`src/rtl/uart_bram_pkg.sv`:
```
// UART block-RAM controller shared definitions.
// State encoding and command/length constants.
package uart_bram_pkg;

  typedef enum logic [3:0] {
    IDLE,
    GET_AHI,
    GET_ALO,
    WR_DATA,
    GET_LEN,
    RD_REQ,
    RD_LAT,
    TX_LOAD,
    TX_WAIT
  } state_t;

  localparam int CMD_RD_BIT = 7;
  localparam int LEN_W      = 9;

endpackage

```
`src/rtl/uart_bram_ctrl.sv`:
```
// UART command parser driving a byte-wide block RAM.
// Writes stream rx bytes into RAM; reads stream RAM bytes to tx.
module uart_bram_ctrl
  import uart_bram_pkg::*;
#(
  parameter int ADDR_W = 11
) (
  input  logic              clk,
  input  logic              rst,
  input  logic              rx_data_valid,
  input  logic [7:0]        rx_data,
  input  logic              rx_block_timeout,
  output logic              ram_we,
  output logic              ram_re,
  output logic [ADDR_W-1:0] ram_addr,
  output logic [7:0]        ram_wdata,
  input  logic [7:0]        ram_rdata,
  output logic              tx_start,
  output logic [7:0]        tx_data,
  input  logic              tx_busy,
  output logic              busy,
  output logic              cmd_err
);

  state_t             state;
  logic               is_rd;
  logic [7:0]         addr_hi;
  logic [ADDR_W-1:0]  addr;
  logic [LEN_W-1:0]   cnt;
  logic               rd_first;
  logic [7:0]         rd_buf;
  logic               wait_first;
  logic [15:0]        full_addr;
  logic [7:0]         rd_byte;

  assign full_addr = {addr_hi, rx_data};
  // RAM data is only guaranteed on the first TX_LOAD cycle; hold it after.
  assign rd_byte   = rd_first ? ram_rdata : rd_buf;
  assign busy      = (state != IDLE);

  // Command FSM with registered RAM/TX strobes and inline counters.
  always_ff @(posedge clk) begin
    if (rst) begin
      state      <= IDLE;
      is_rd      <= 1'b0;
      addr_hi    <= '0;
      addr       <= '0;
      cnt        <= '0;
      rd_first   <= 1'b0;
      rd_buf     <= '0;
      wait_first <= 1'b0;
      ram_we     <= 1'b0;
      ram_re     <= 1'b0;
      ram_addr   <= '0;
      ram_wdata  <= '0;
      tx_start   <= 1'b0;
      tx_data    <= '0;
      cmd_err    <= 1'b0;
    end else begin
      ram_we   <= 1'b0;
      ram_re   <= 1'b0;
      tx_start <= 1'b0;
      cmd_err  <= 1'b0;
      unique case (state)
        IDLE: begin
          if (rx_data_valid) begin
            is_rd <= rx_data[CMD_RD_BIT];
            state <= GET_AHI;
          end
        end
        GET_AHI: begin
          if (rx_block_timeout) begin
            cmd_err <= 1'b1;
            state   <= IDLE;
          end else if (rx_data_valid) begin
            addr_hi <= rx_data;
            state   <= GET_ALO;
          end
        end
        GET_ALO: begin
          if (rx_block_timeout) begin
            cmd_err <= 1'b1;
            state   <= IDLE;
          end else if (rx_data_valid) begin
            addr  <= ADDR_W'(full_addr);
            state <= is_rd ? GET_LEN : WR_DATA;
          end
        end
        WR_DATA: begin
          if (rx_data_valid) begin
            ram_we    <= 1'b1;
            ram_wdata <= rx_data;
            ram_addr  <= addr;
            addr      <= addr + ADDR_W'(1);
          end
          if (rx_block_timeout) begin
            state <= IDLE;
          end
        end
        GET_LEN: begin
          if (rx_block_timeout) begin
            cmd_err <= 1'b1;
            state   <= IDLE;
          end else if (rx_data_valid) begin
            cnt   <= {1'b0, rx_data} + LEN_W'(1);
            state <= RD_REQ;
          end
        end
        RD_REQ: begin
          ram_re   <= 1'b1;
          ram_addr <= addr;
          state    <= RD_LAT;
        end
        RD_LAT: begin
          rd_first <= 1'b1;
          state    <= TX_LOAD;
        end
        TX_LOAD: begin
          rd_first <= 1'b0;
          rd_buf   <= rd_byte;
          if (!tx_busy) begin
            tx_start   <= 1'b1;
            tx_data    <= rd_byte;
            wait_first <= 1'b1;
            state      <= TX_WAIT;
          end
        end
        TX_WAIT: begin
          if (wait_first) begin
            wait_first <= 1'b0;
          end else if (!tx_busy) begin
            cnt   <= cnt - LEN_W'(1);
            addr  <= addr + ADDR_W'(1);
            state <= (cnt != LEN_W'(1)) ? RD_REQ : IDLE;
          end
        end
        default: state <= IDLE;
      endcase
    end
  end

endmodule
```
`config.mk`:
```
export PLATFORM = sky130hd
export DESIGN_NAME = uart_bram_ctrl
export DESIGN_NICKNAME = d
export VERILOG_FILES = /design/src/rtl/uart_bram_pkg.sv /design/src/rtl/uart_bram_ctrl.sv
export SDC_FILE = /design/constraint.sdc
export NUM_CORES = 1
export LEC_CHECK = 0
export ABC_AREA = 1
export CAP_MARGIN = 20
export CORE_MARGIN = 3
export CORE_UTILIZATION = 30
export CTS_CLUSTER_SIZE = 25
export DETAILED_ROUTE_END_ITERATION = 7
export PLACE_DENSITY_LB_ADDON = 0.12
export SKIP_LAST_GASP = 1
export SLEW_MARGIN = 20
export SYNTH_ARGS = -nofsm -noshare
export SYNTH_HDL_FRONTEND = slang
export SYNTH_SLANG_ARGS = --single-unit
```
`constraint.sdc`:
```
create_clock -name clk -period 4.1 [get_ports clk]
set_input_delay 0.82 -clock clk [delete_from_list [all_inputs] [get_ports clk]]
set_output_delay 0.82 -clock clk [all_outputs]
set_load 0.05 [all_outputs]
```
Yosys cells after proc, flatten, opt, wreduce, memory -nomap -nowiden
Cells that the tools add are included.
{"block": "op_classes", "n_addsub": 3, "eq_ne": 22, "n_mux": 35, "bitwise": 5, "n_reduce_logical": 20}
{"cell": "two-way mux 11 bit", "count": 6}
{"cell": "two-way mux 4 bit", "count": 11}
{"cell": "two-way mux 9 bit", "count": 4}
{"cell": "one-hot mux 4 bit (9 select lines)", "count": 1}
{"cell": "one-hot mux 11 bit (3 select lines)", "count": 1}
{"cell": "one-hot mux 11 bit (2 select lines)", "count": 1}
{"cell": "inequality test 2 bit, second input constant", "count": 10}
{"cell": "one-hot mux 9 bit (2 select lines)", "count": 1}
{"cell": "equality test 4 x 3 -> 1 bit, second input constant", "count": 4}
{"cell": "adder 11 x 1 -> 11 bit, second input constant", "count": 1}
{"cell": "AND reduction 2 bit", "count": 5}
{"cell": "adder 8 x 1 -> 9 bit, second input constant", "count": 1}
{"cell": "inequality test 3 bit, second input constant", "count": 3}
{"cell": "inequality test 9 x 1 -> 1 bit, second input constant", "count": 1}
{"cell": "subtractor 9 x 1 -> 9 bit, second input constant", "count": 1}
{"cell": "equality test 4 x 2 -> 1 bit, second input constant", "count": 2}
{"cell": "two-way mux 8 bit", "count": 1}
{"cell": "AND reduction 8 bit", "count": 1}
{"cell": "nonzero test 2 bit", "count": 4}
{"cell": "two-way mux 3 bit", "count": 2}
{"cell": "AND reduction 6 bit", "count": 1}
{"cell": "OR reduction 2 bit", "count": 3}
{"cell": "two-way mux 1 bit", "count": 5}
{"cell": "NOT 1 bit", "count": 5}
{"cell": "other kinds (9)", "count": 10}
{"block": "totals", "ff_bits": 69, "inputBits": 21, "output_inout_bits": 32, "word_cells": 100}

Longest topological paths before layout
{"block": "depth", "word_depth": 5, "depth_mapped": 10, "ltp_nobuf": 10}

Worst setup path before layout
Ideal clock, no wire load.
{"block": "synth_timing", "path_type": "input port to flip-flop", "from": "in tx_busy", "to": "reg addr[5]", "setup_ps": 110, "t_arrival_ps": 1760, "path_slack_ps": 2230, "cell_stages": 9, "n_path_buf": 1, "path_cell_list": "inv_1 > nand2_1 > nand3_1 > nand3_1 > nor2_8 > buf_6 > nand2_1 > nand2_1 > nor2_1"}
{"block": "synth_between", "elab_chain_cells": 2}
{"element": "start: declaration", "line_no": "uart_bram_ctrl.sv:20", "source": "input logic tx_busy,"}
{"element": "inequality test 2 bit (no source line)"}
{"element": "AND reduction 6 bit (no source line)"}
{"element": "end signal: assignment", "line_no": "uart_bram_ctrl.sv:85", "source": "addr <= ADDR_W'(full_addr);"}
{"element": "end signal: assignment", "line_no": "uart_bram_ctrl.sv:94", "source": "addr <= addr + ADDR_W'(1);"}
{"element": "end signal: assignment", "line_no": "uart_bram_ctrl.sv:133", "source": "addr <= addr + ADDR_W'(1);"}
{"element": "end: declaration", "line_no": "uart_bram_ctrl.sv:28", "source": "logic [ADDR_W-1:0] addr;"}
No other way between the ends.
A chain may end at the register's enable or synchronous reset.

Final worst setup path
{"block": "layout_timing", "from": "reg state[2]", "to": "out busy"}
{"block": "layout_between", "elab_chain_cells": 1}
{"element": "start: declaration", "line_no": "uart_bram_ctrl.sv:25", "source": "state_t state;"}
{"element": "start signal: assignment", "line_no": "uart_bram_ctrl.sv:86", "source": "state <= is_rd ? GET_LEN : WR_DATA;"}
{"element": "start signal: assignment", "line_no": "uart_bram_ctrl.sv:134", "source": "state <= (cnt != LEN_W'(1)) ? RD_REQ : IDLE;"}
{"element": "nonzero test 4 bit", "line_no": "uart_bram_ctrl.sv:39", "source": "assign busy = (state != IDLE);"}
{"element": "end: declaration", "line_no": "uart_bram_ctrl.sv:21", "source": "output logic busy,"}
No other way between the ends.

==> metrics.cfg <==
[route]
wire_per_inst_um = 13.33
first_pass_iters = 4
drt_iter0_drc = 181
drc = 0
totalWireLength_mm = 9.461
routed_via_density = 4.869
ant_nets = 0
num_vias = 3457

[synthesis]
synth_edf_count = 0
ys.flop_type = dfxtp_1
synthesis.area_um2 = 3522
syn_inst = 519
syn_nets = 544
ys_ff_latch = 69
synth_top_area_share_pct = 39.22
async_flop_share_pct = 0
synth_top_cell_by_area = dfxtp_1
synthTopCellsByArea = dfxtp_1 39%, nand2_1 12%, o21ai_0 6.7%, nor2_1 6.6%, nand3_1 6.5%
synth_cell_types = 34
yosysSeqAreaShare_pct = 39.22
yosys_warnings = 0
syn_area_per_cell_um2 = 6.786

[clocking]
ctsResizeCount = 0
post_cts_buffers = 0
numCtsBuffers = 9
clockRootBuffer = clkbuf_16
cts_sinks = 69
clock_latency_ns = 0.33
cts_hold_buf = 0
cts_tree = done
htree_levels = 3
clockBufferDepth = 2
path_clk_slew_ns = 0.06

[finish]
layout_commonest_cell = nand2_1
n_antenna_cell = 0
fill_cells = 1175
syn2layout_area_growth_pct = 26.07
drive_gt1_share_pct = 7.719
most-common-layout-cells = 109 x nand2_1, 69 x dfxtp_1, 62 x nor2_1
multi_input_area_um2 = 1832
fin_nets = 590
register_area_um2 = 1381

[grt]
antenna_found_initial = 0
grt_pass1_wl_mm = 15.74
overflow = 0
grt_max_degree = 35
grt_usage_pct = 14.87
grt_pass1_vias = 3246

[outcome]
status = complete, no violations

[sta]
fmax_mhz = 372.1
worst_pin_slew_ns = 0.5801
fin_worst_skew_ns = 0.006102
final-setup-viol-count = 0
fin_tns_setup_ns = 0
drv_slew = 0
period_needed_ns = 2.687
max_slew_margin_pct = 61.21
rsz0062_at_grt = false
hold_viol = 0
finalCritPeriodShare_pct = 65.54

[place]
globalplace.congestion = 0.8564
hpwlAfterDp_mm = 6.839
portBuffers = 52

[setup_path]
critPathMaxFanout = 8
reg2regPathDepth = 8
cp.arrival_ns = 1.87
crit_type = reg -> out
crit_required_ns = 3.28
critPathLaunchType = flop
endpoint_kind = output pin

[floorplanning]
coreArea_um2 = 11170
initial_utilization_pct = 31.52
die_area_um2 = 13080
floorplan.rows = 38
die_w_um = 114.4
io_pins = 53
die_h_um = 114.4

[power]
leakagePower_uw = 0.001781
power_uw = 2592
ir_drop_v = 0.0003636
powerDensity_nw_per_um2 = 583.7

[hold_path]
hold_depth = 2
min_path_type = reg -> reg

[run]
max_cap_violations = 0

## synth_stat cells, types with 2 or more instances
library cell / n
or2_2: 2
ha_1: 4
nand3_2: 3
buf_1: 3
mux2i_1: 3
o21bai_1: 3
dfxtp_1: 69
nand2_4: 2
o211ai_1: 2
a211oi_1: 3
xor2_1: 2
inv_1: 53
clkbuf_1: 11
nand4_1: 13
a21oi_2: 3
buf_2: 4
o21ai_0: 47
nand2_1: 109
a21oi_1: 40
nor2_4: 2
o21ai_1: 13
nand3_1: 46
nand2_2: 3
nor2_2: 3
inv_2: 5
nor2_1: 62
xnor2_1: 2
## layout make-up
type	count	area share (%)
Sequential cell	69	31.11
Clock buffer	9	5.072
Timing Repair Buffer	55	12.23
Tap cell	140	3.945
Multi-Input combinational cell	372	41.25
Clock inverter	7	1.493
Inverter	58	4.903
## critical path, cell delays in order, from the launching register on
cell	delay, ns
dfxtp_1	0.49
nor2_4	0.11
nand2_1	0.13
clkdlybuf4s50_1	0.81
## layer usage
metal / routed length [um] / up-vias / GRT usage (%)
met5: 0 / - / 0
li1: - / 1800 / -
met1: 4653 / 1567 / 20.49
met4: 182 / 0 / 4.751
met2: 4239 / 73 / 23.19
met3: 385 / 17 / 3.224
## power by group
| group | total [uW] | internal (uW) | switching, uW | leakage, uW |
|---|---|---|---|---|
| logic | 932 | 308 | 624 | 0.00108 |
| registers | 897 | 782 | 115 | 0.000559 |
| clock network | 763 | 467 | 296 | 0.000145 |
| total | 2590 | 1560 | 1030 | 0.00178 |
## registers in the layout (all words and copies together), names as in the netlist
signal and cells:
addr_hi 3, ram_we 1, cnt 9, ram_addr 11
is_rd 1, rd_first 1, tx_data 8, ram_wdata 8
addr 11, cmd_err 1, rd_buf 8, wait_first 1
ram_re 1, tx_start 1, state 4
## path summary, 6_finish.rpt
check                    to       from  slack, ns
setup / recovery       busy   state[2]       1.41
hold / removal    rd_buf[4]  rd_buf[4]       0.45
setup reg to reg     cnt[6]   state[2]       2.16
hold reg to reg   rd_buf[4]  rd_buf[4]       0.45
## stage by stage
stage	setup slack (ns)	util, %	area, um^2	std cells	hold WS [ns]
2_1_floorplan	2.230	-	3522	519	0.4245
3_3_place_gp	1.338	37.13	4149	694	0.4347
3_5_place_dp	1.237	37.13	4149	694	0.4412
4_1_cts	1.397	39.74	4441	710	0.4497
5_1_grt	1.344	39.74	4441	710	0.4737
6_report	1.413	39.74	4441	710	0.4469
## cells by family after synthesis
logic type	count (synthesis)	share of synthesized area [%]
AOI/OAI and AO/OA	113	17.05
xor gates and xnor gates	4	0.9949
adders and majority gates	4	1.421
buffers and inverters	78	8.775
DFF	69	39.22
muxes	3	0.8526
and+or+nand+nor	248	31.69
No activity file was read; power rests on OpenSTA's default activity.
